## src/rtl/pdp8_mem_pkg.sv

```systemverilog
// Shared types and constants for the PDP-8 memory sequencer: operation codes,
// word width, the auto-index page marker and the sequencer state encoding.
package pdp8_mem_pkg;

    localparam int WORD = 12;

    localparam logic [1:0] OP_READ  = 2'b00;
    localparam logic [1:0] OP_WRITE = 2'b01;
    localparam logic [1:0] OP_ISZ   = 2'b10;

    // Offsets 0010-0017 share this upper 9-bit pattern.
    localparam logic [8:0] AUTOIDX_HI = 9'o001;

    typedef enum logic [3:0] {
        S_IDLE,
        S_IRD,
        S_IWAIT,
        S_IWB,
        S_RD,
        S_RWAIT,
        S_WB,
        S_WR,
        S_RESP
    } state_t;

    function automatic logic is_autoidx(input logic [WORD-1:0] offset);
        return offset[WORD-1:3] == AUTOIDX_HI;
    endfunction

endpackage

```

## src/rtl/mem_sequencer.sv

```systemverilog
// CPU-side initiator for the 12-bit core array: one READ/WRITE/ISZ at a time,
// with optional indirect pointer resolution and auto-index at 0010-0017.
module mem_sequencer
    import pdp8_mem_pkg::*;
#(
    parameter int AW = 15
) (
    input  logic            clk,
    input  logic            reset,
    input  logic            req_valid,
    output logic            req_ready,
    input  logic [1:0]      req_op,
    input  logic            req_indirect,
    input  logic [2:0]      req_ifield,
    input  logic [2:0]      req_dfield,
    input  logic [WORD-1:0] req_addr,
    input  logic [WORD-1:0] req_wdata,
    output logic            rsp_valid,
    output logic [WORD-1:0] rsp_data,
    output logic [AW-1:0]   rsp_eaddr,
    output logic            rsp_skip,
    output logic [AW-1:0]   mem_raddr,
    output logic [AW-1:0]   mem_waddr,
    output logic            mem_wren,
    output logic [WORD-1:0] mem_wdata,
    input  logic [WORD-1:0] mem_rdata
);

    state_t          state_reg;
    logic [1:0]      op_reg;
    logic [2:0]      ifield_reg;
    logic [2:0]      dfield_reg;
    logic [WORD-1:0] addr_reg;
    logic [WORD-1:0] wdata_reg;
    logic [AW-1:0]   eaddr_reg;
    logic [WORD-1:0] val_reg;

    // One incrementer serves both the auto-index pointer and the ISZ operand,
    // since both always increment whatever the array just returned.
    logic [WORD-1:0] rdata_inc;
    logic [WORD-1:0] ptr_next;
    logic [AW-1:0]   ptr_loc;
    logic [AW-1:0]   ptr_ea;
    logic [AW-1:0]   req_loc;
    logic            op_is_write;
    logic            op_is_isz;

    always_comb begin
        rdata_inc   = mem_rdata + WORD'(1);
        ptr_next    = is_autoidx(addr_reg) ? rdata_inc : mem_rdata;
        ptr_loc     = AW'({ifield_reg, addr_reg});
        ptr_ea      = AW'({dfield_reg, ptr_next});
        req_loc     = AW'({req_ifield, req_addr});
        op_is_write = (op_reg == OP_WRITE);
        op_is_isz   = (op_reg == OP_ISZ);
    end

    always_ff @(posedge clk or posedge reset) begin
        if (reset) begin
            state_reg  <= S_IDLE;
            req_ready  <= 1'b1;
            op_reg     <= OP_READ;
            ifield_reg <= '0;
            dfield_reg <= '0;
            addr_reg   <= '0;
            wdata_reg  <= '0;
            eaddr_reg  <= '0;
            val_reg    <= '0;
            rsp_valid  <= 1'b0;
            rsp_data   <= '0;
            rsp_eaddr  <= '0;
            rsp_skip   <= 1'b0;
            mem_raddr  <= '0;
            mem_waddr  <= '0;
            mem_wren   <= 1'b0;
            mem_wdata  <= '0;
        end else begin
            mem_wren  <= 1'b0;
            rsp_valid <= 1'b0;

            unique case (state_reg)
                S_IDLE: begin
                    if (req_valid) begin
                        req_ready  <= 1'b0;
                        op_reg     <= req_op;
                        ifield_reg <= req_ifield;
                        dfield_reg <= req_dfield;
                        addr_reg   <= req_addr;
                        wdata_reg  <= req_wdata;
                        eaddr_reg  <= req_loc;
                        if (req_indirect) begin
                            state_reg <= S_IRD;
                            mem_raddr <= req_loc;
                        end else if (req_op == OP_WRITE) begin
                            state_reg <= S_WR;
                            mem_wren  <= 1'b1;
                            mem_waddr <= req_loc;
                            mem_wdata <= req_wdata;
                        end else begin
                            state_reg <= S_RD;
                            mem_raddr <= req_loc;
                        end
                    end
                end

                S_IRD: state_reg <= S_IWAIT;

                S_IWAIT: begin
                    eaddr_reg <= ptr_ea;
                    if (is_autoidx(addr_reg)) begin
                        state_reg <= S_IWB;
                        mem_wren  <= 1'b1;
                        mem_waddr <= ptr_loc;
                        mem_wdata <= ptr_next;
                    end else if (op_is_write) begin
                        state_reg <= S_WR;
                        mem_wren  <= 1'b1;
                        mem_waddr <= ptr_ea;
                        mem_wdata <= wdata_reg;
                    end else begin
                        state_reg <= S_RD;
                        mem_raddr <= ptr_ea;
                    end
                end

                S_IWB: begin
                    if (op_is_write) begin
                        state_reg <= S_WR;
                        mem_wren  <= 1'b1;
                        mem_waddr <= eaddr_reg;
                        mem_wdata <= wdata_reg;
                    end else begin
                        state_reg <= S_RD;
                        mem_raddr <= eaddr_reg;
                    end
                end

                S_RD: state_reg <= S_RWAIT;

                S_RWAIT: begin
                    if (op_is_isz) begin
                        state_reg <= S_WB;
                        val_reg   <= rdata_inc;
                        mem_wren  <= 1'b1;
                        mem_waddr <= eaddr_reg;
                        mem_wdata <= rdata_inc;
                    end else begin
                        state_reg <= S_RESP;
                        val_reg   <= mem_rdata;
                        rsp_valid <= 1'b1;
                        rsp_data  <= mem_rdata;
                        rsp_eaddr <= eaddr_reg;
                        rsp_skip  <= 1'b0;
                    end
                end

                S_WB: begin
                    state_reg <= S_RESP;
                    rsp_valid <= 1'b1;
                    rsp_data  <= val_reg;
                    rsp_eaddr <= eaddr_reg;
                    rsp_skip  <= (val_reg == '0);
                end

                S_WR: begin
                    state_reg <= S_RESP;
                    rsp_valid <= 1'b1;
                    rsp_data  <= wdata_reg;
                    rsp_eaddr <= eaddr_reg;
                    rsp_skip  <= 1'b0;
                end

                S_RESP: begin
                    state_reg <= S_IDLE;
                    req_ready <= 1'b1;
                end

                default: begin
                    state_reg <= S_IDLE;
                    req_ready <= 1'b1;
                end
            endcase
        end
    end

endmodule

```

## config.mk

```make
export PLATFORM = sky130hd
export DESIGN_NAME = mem_sequencer
export DESIGN_NICKNAME = d
export VERILOG_FILES = /design/src/rtl/pdp8_mem_pkg.sv /design/src/rtl/mem_sequencer.sv
export SDC_FILE = /design/constraint.sdc
export NUM_CORES = 1
export LEC_CHECK = 0
export CAP_MARGIN = 30
export CORE_ASPECT_RATIO = 1.4
export CORE_MARGIN = 8
export CORE_UTILIZATION = 46
export DETAILED_ROUTE_END_ITERATION = 8
export HOLD_SLACK_MARGIN = 0.05
export PLACE_DENSITY = 0.71
export SLEW_MARGIN = 40
export SYNTH_ARGS = -nofsm -noshare
export SYNTH_HDL_FRONTEND = slang
export SYNTH_SLANG_ARGS = --single-unit
```

## constraint.sdc

```tcl
create_clock -name clk -period 6.9 [get_ports clk]
set_input_delay 1.725 -clock clk [delete_from_list [all_inputs] [get_ports clk]]
set_output_delay 1.725 -clock clk [all_outputs]
set_load 0.01 [all_outputs]
```

==> out/qor.csv <==
metric,value,unit
Net Sw Frac,38.7,%
Hold Crit Start,req_ready,
first-pass GRT wire length,34000,um
grt total ovfl,0,
CTS max path bufs,2,
Reg-to-Reg Start,state_reg[2],
Vias,6341,
most frequent cells in the layout,"nand2_1, dfrtp_1, clkdlybuf4s50_1",
Synth Warn #,0,
PD cells,471,nW/um2
Fmax,259,MHz
Hold Path Class,flop to flop,
Post-Synthesis Cells,781,
hold path depth,2,
sequential share of the synthesized area,49.1,%
fraction of layout cells with a size suffix above 1,7.92,%
routed vias/inst,5.89,
Final nets,921,
Sequential Area,3400,um2
Yosys reg bits,136,
Mean Syn Cell Area,8.89,um2
clk_skew,9.83,ps
post-synth top area share,48.7,%
"most common cell after layout, fill and taps aside",nand2_1,
Placed Area,8230,um2
post-CTS setup repair buffer count,0,
Area contributors post-synth,"dfrtp_1, nand2_1, a21oi_1, nor2_1, mux2i_1",
P_leak,0.00387,uW
post-route cell area,8840,um2
Final Hold Viols,0,
worst hold path endpoint,req_ready,
DP Wirelength,15500,um
ANT nets after route,0,
CTS tree,yes,
relative slew slack,44.2,%
clock insertion delay at the later pin of the skew report,420,ps
vias in the first global route,6059,
Yosys top cell by area,dfrtp_1,
RSZ-0062 raised after global routing,false,
final setup vio count,0,
synth unique cells,65,
routed wire length,21900,um
DRC,0,
Arrival @ worst endpoint,4160,ps
Slew Limit Fails,0,
R2R Path End,mem_raddr[14],
Int Power,2550,uW
Sw Pwr,1610,uW
Clock Root Buffer,clkbuf_16,
Synth Net Count,830,
part of the cycle the worst path needs,55.9,%
n_diodes,0,
area of the multi-input gates,3270,um2
largest net degree at the start of global routing,92,
post-CTS sizing,0,
Max H-tree Level,4,
routed len/inst,20.4,um
Ports,121,
Least-Margin Pin Slew,837,ps
PortBufs,120,
max-cap viol count,0,
Global Route Usage Sum,22.6,%
"EDFF count, synth",0,
critical path capture point type,flop,
Die X,120,um
setup TNS,0,ps
WS Path Type,input port to flop,
Synth Flop Type,dfrtp_1,
"FFs w/ async S/R, synth",100,%
r2r setup slk,3860,ps
DRT iter0 DRCs,598,
initial antenna violation count,0,
# fillers,1353,
CP max FO,15,
Die H,161,um
Sequential Power Share,36.0,%
Comb pwr share,42.0,%
clock-pin slew on the worst setup and hold paths,60,ps
Peak VDD IR,0.207,mV
Core Box Area,14900,um2
drt pass-1 iters,7,
TritonCTS sink count,136,
Routability Congestion,0.903,
status,completed,
TritonCTS Buffers,17,
Syn Std Cell Area,6940,um2
hold buffers post-CTS,0,
row count,53,
Initial Util,46.5,%
Startpoint Class,input port,
die area,19300,um2
final core occ,59.2,%
R2R cell count,5,
minimum clock period,3860,ps
CP required,7200,ps
Layout area overhead,27.3,%
Clock power frac,22.0,%
-- area by class of cell --
class	count	share of cell area (%)
repair buffers	131	14.5
clock inverters	10	1.34
well taps	192	2.72
clock buffers	21	5.44
inverters	10	0.510
multi-input cells	576	36.9
flip-flops and latches	136	38.5
-- logic make-up after synthesis --
logic type      after synthesis  share of synthesized area (%)
buf+inv                      69                           4.24
compound gates              184                           17.0
simple gates                333                           21.4
flops                       136                           49.1
mux                          33                           5.01
fa+ha+maj                     1                          0.180
xor+xnor                     25                           3.15
-- synth_stat cells, types with 10 or more instances --
library cell  number
nand2_1          193
dfrtp_1          135
nor2_1            59
a21oi_1           54
clkbuf_1          40
o21ai_0           38
mux2i_1           22
nand3_1           18
xnor2_1           18
o21ai_1           15
a222oi_1          13
and3_1            13
buf_2             13
a22oi_1           12
inv_1             10
mux2_2            10
-- through the flow --
step	hold slack (ps)	power, uW	worst slack [ps]	instances
global placement	446	3200	2710	1045
global route	490	4420	2940	1076
finish	462	4160	3040	1076
CTS	465	4170	3090	1076
detailed placement	457	3250	2650	1045
floorplan	440	2470	1540	781
-- how the worst max path moves through the flow --
stage               startpoint            end  slack [ps]  depth (start not counted)
floorplan                reset    addr_reg[0]        1540                          1
global placement     req_op[1]  mem_raddr[14]        2710                          6
global route         req_op[1]  mem_raddr[14]        2940                          6
finish               req_op[1]  mem_raddr[14]        3040                          6
detailed placement   req_op[1]  mem_raddr[14]        2650                          6
CTS                  req_op[1]  mem_raddr[14]        3090                          6
-- metal layers --
| metal | wire length (um) | track usage, % | vias to the layer above |
|---|---|---|---|
| li1 | - | - | 2915 |
| met1 | 8400 | 27.5 | 3033 |
| met2 | 10900 | 37.6 | 326 |
| met3 | 1660 | 4.96 | 67 |
| met4 | 949 | 10.4 | 0 |
| met5 | 0 | 0 | - |
-- worst max-delay path: stages --
cell             delay (ps)
clkdlybuf4s50_1         520
or3b_1                  130
a31oi_1                  90
nor3_2                  580
and2_1                  690
mux2_2                  410
-- power groups by stage --
stage,clock network (uW),logic (uW),registers (uW)
after detailed placement,0,1750,1500
after CTS,923,1760,1490
final,916,1750,1500
after floorplan,0,999,1480
after global routing,963,1920,1540
after global placement,0,1710,1490
Note: power is estimated with default switching activity, not from simulation.
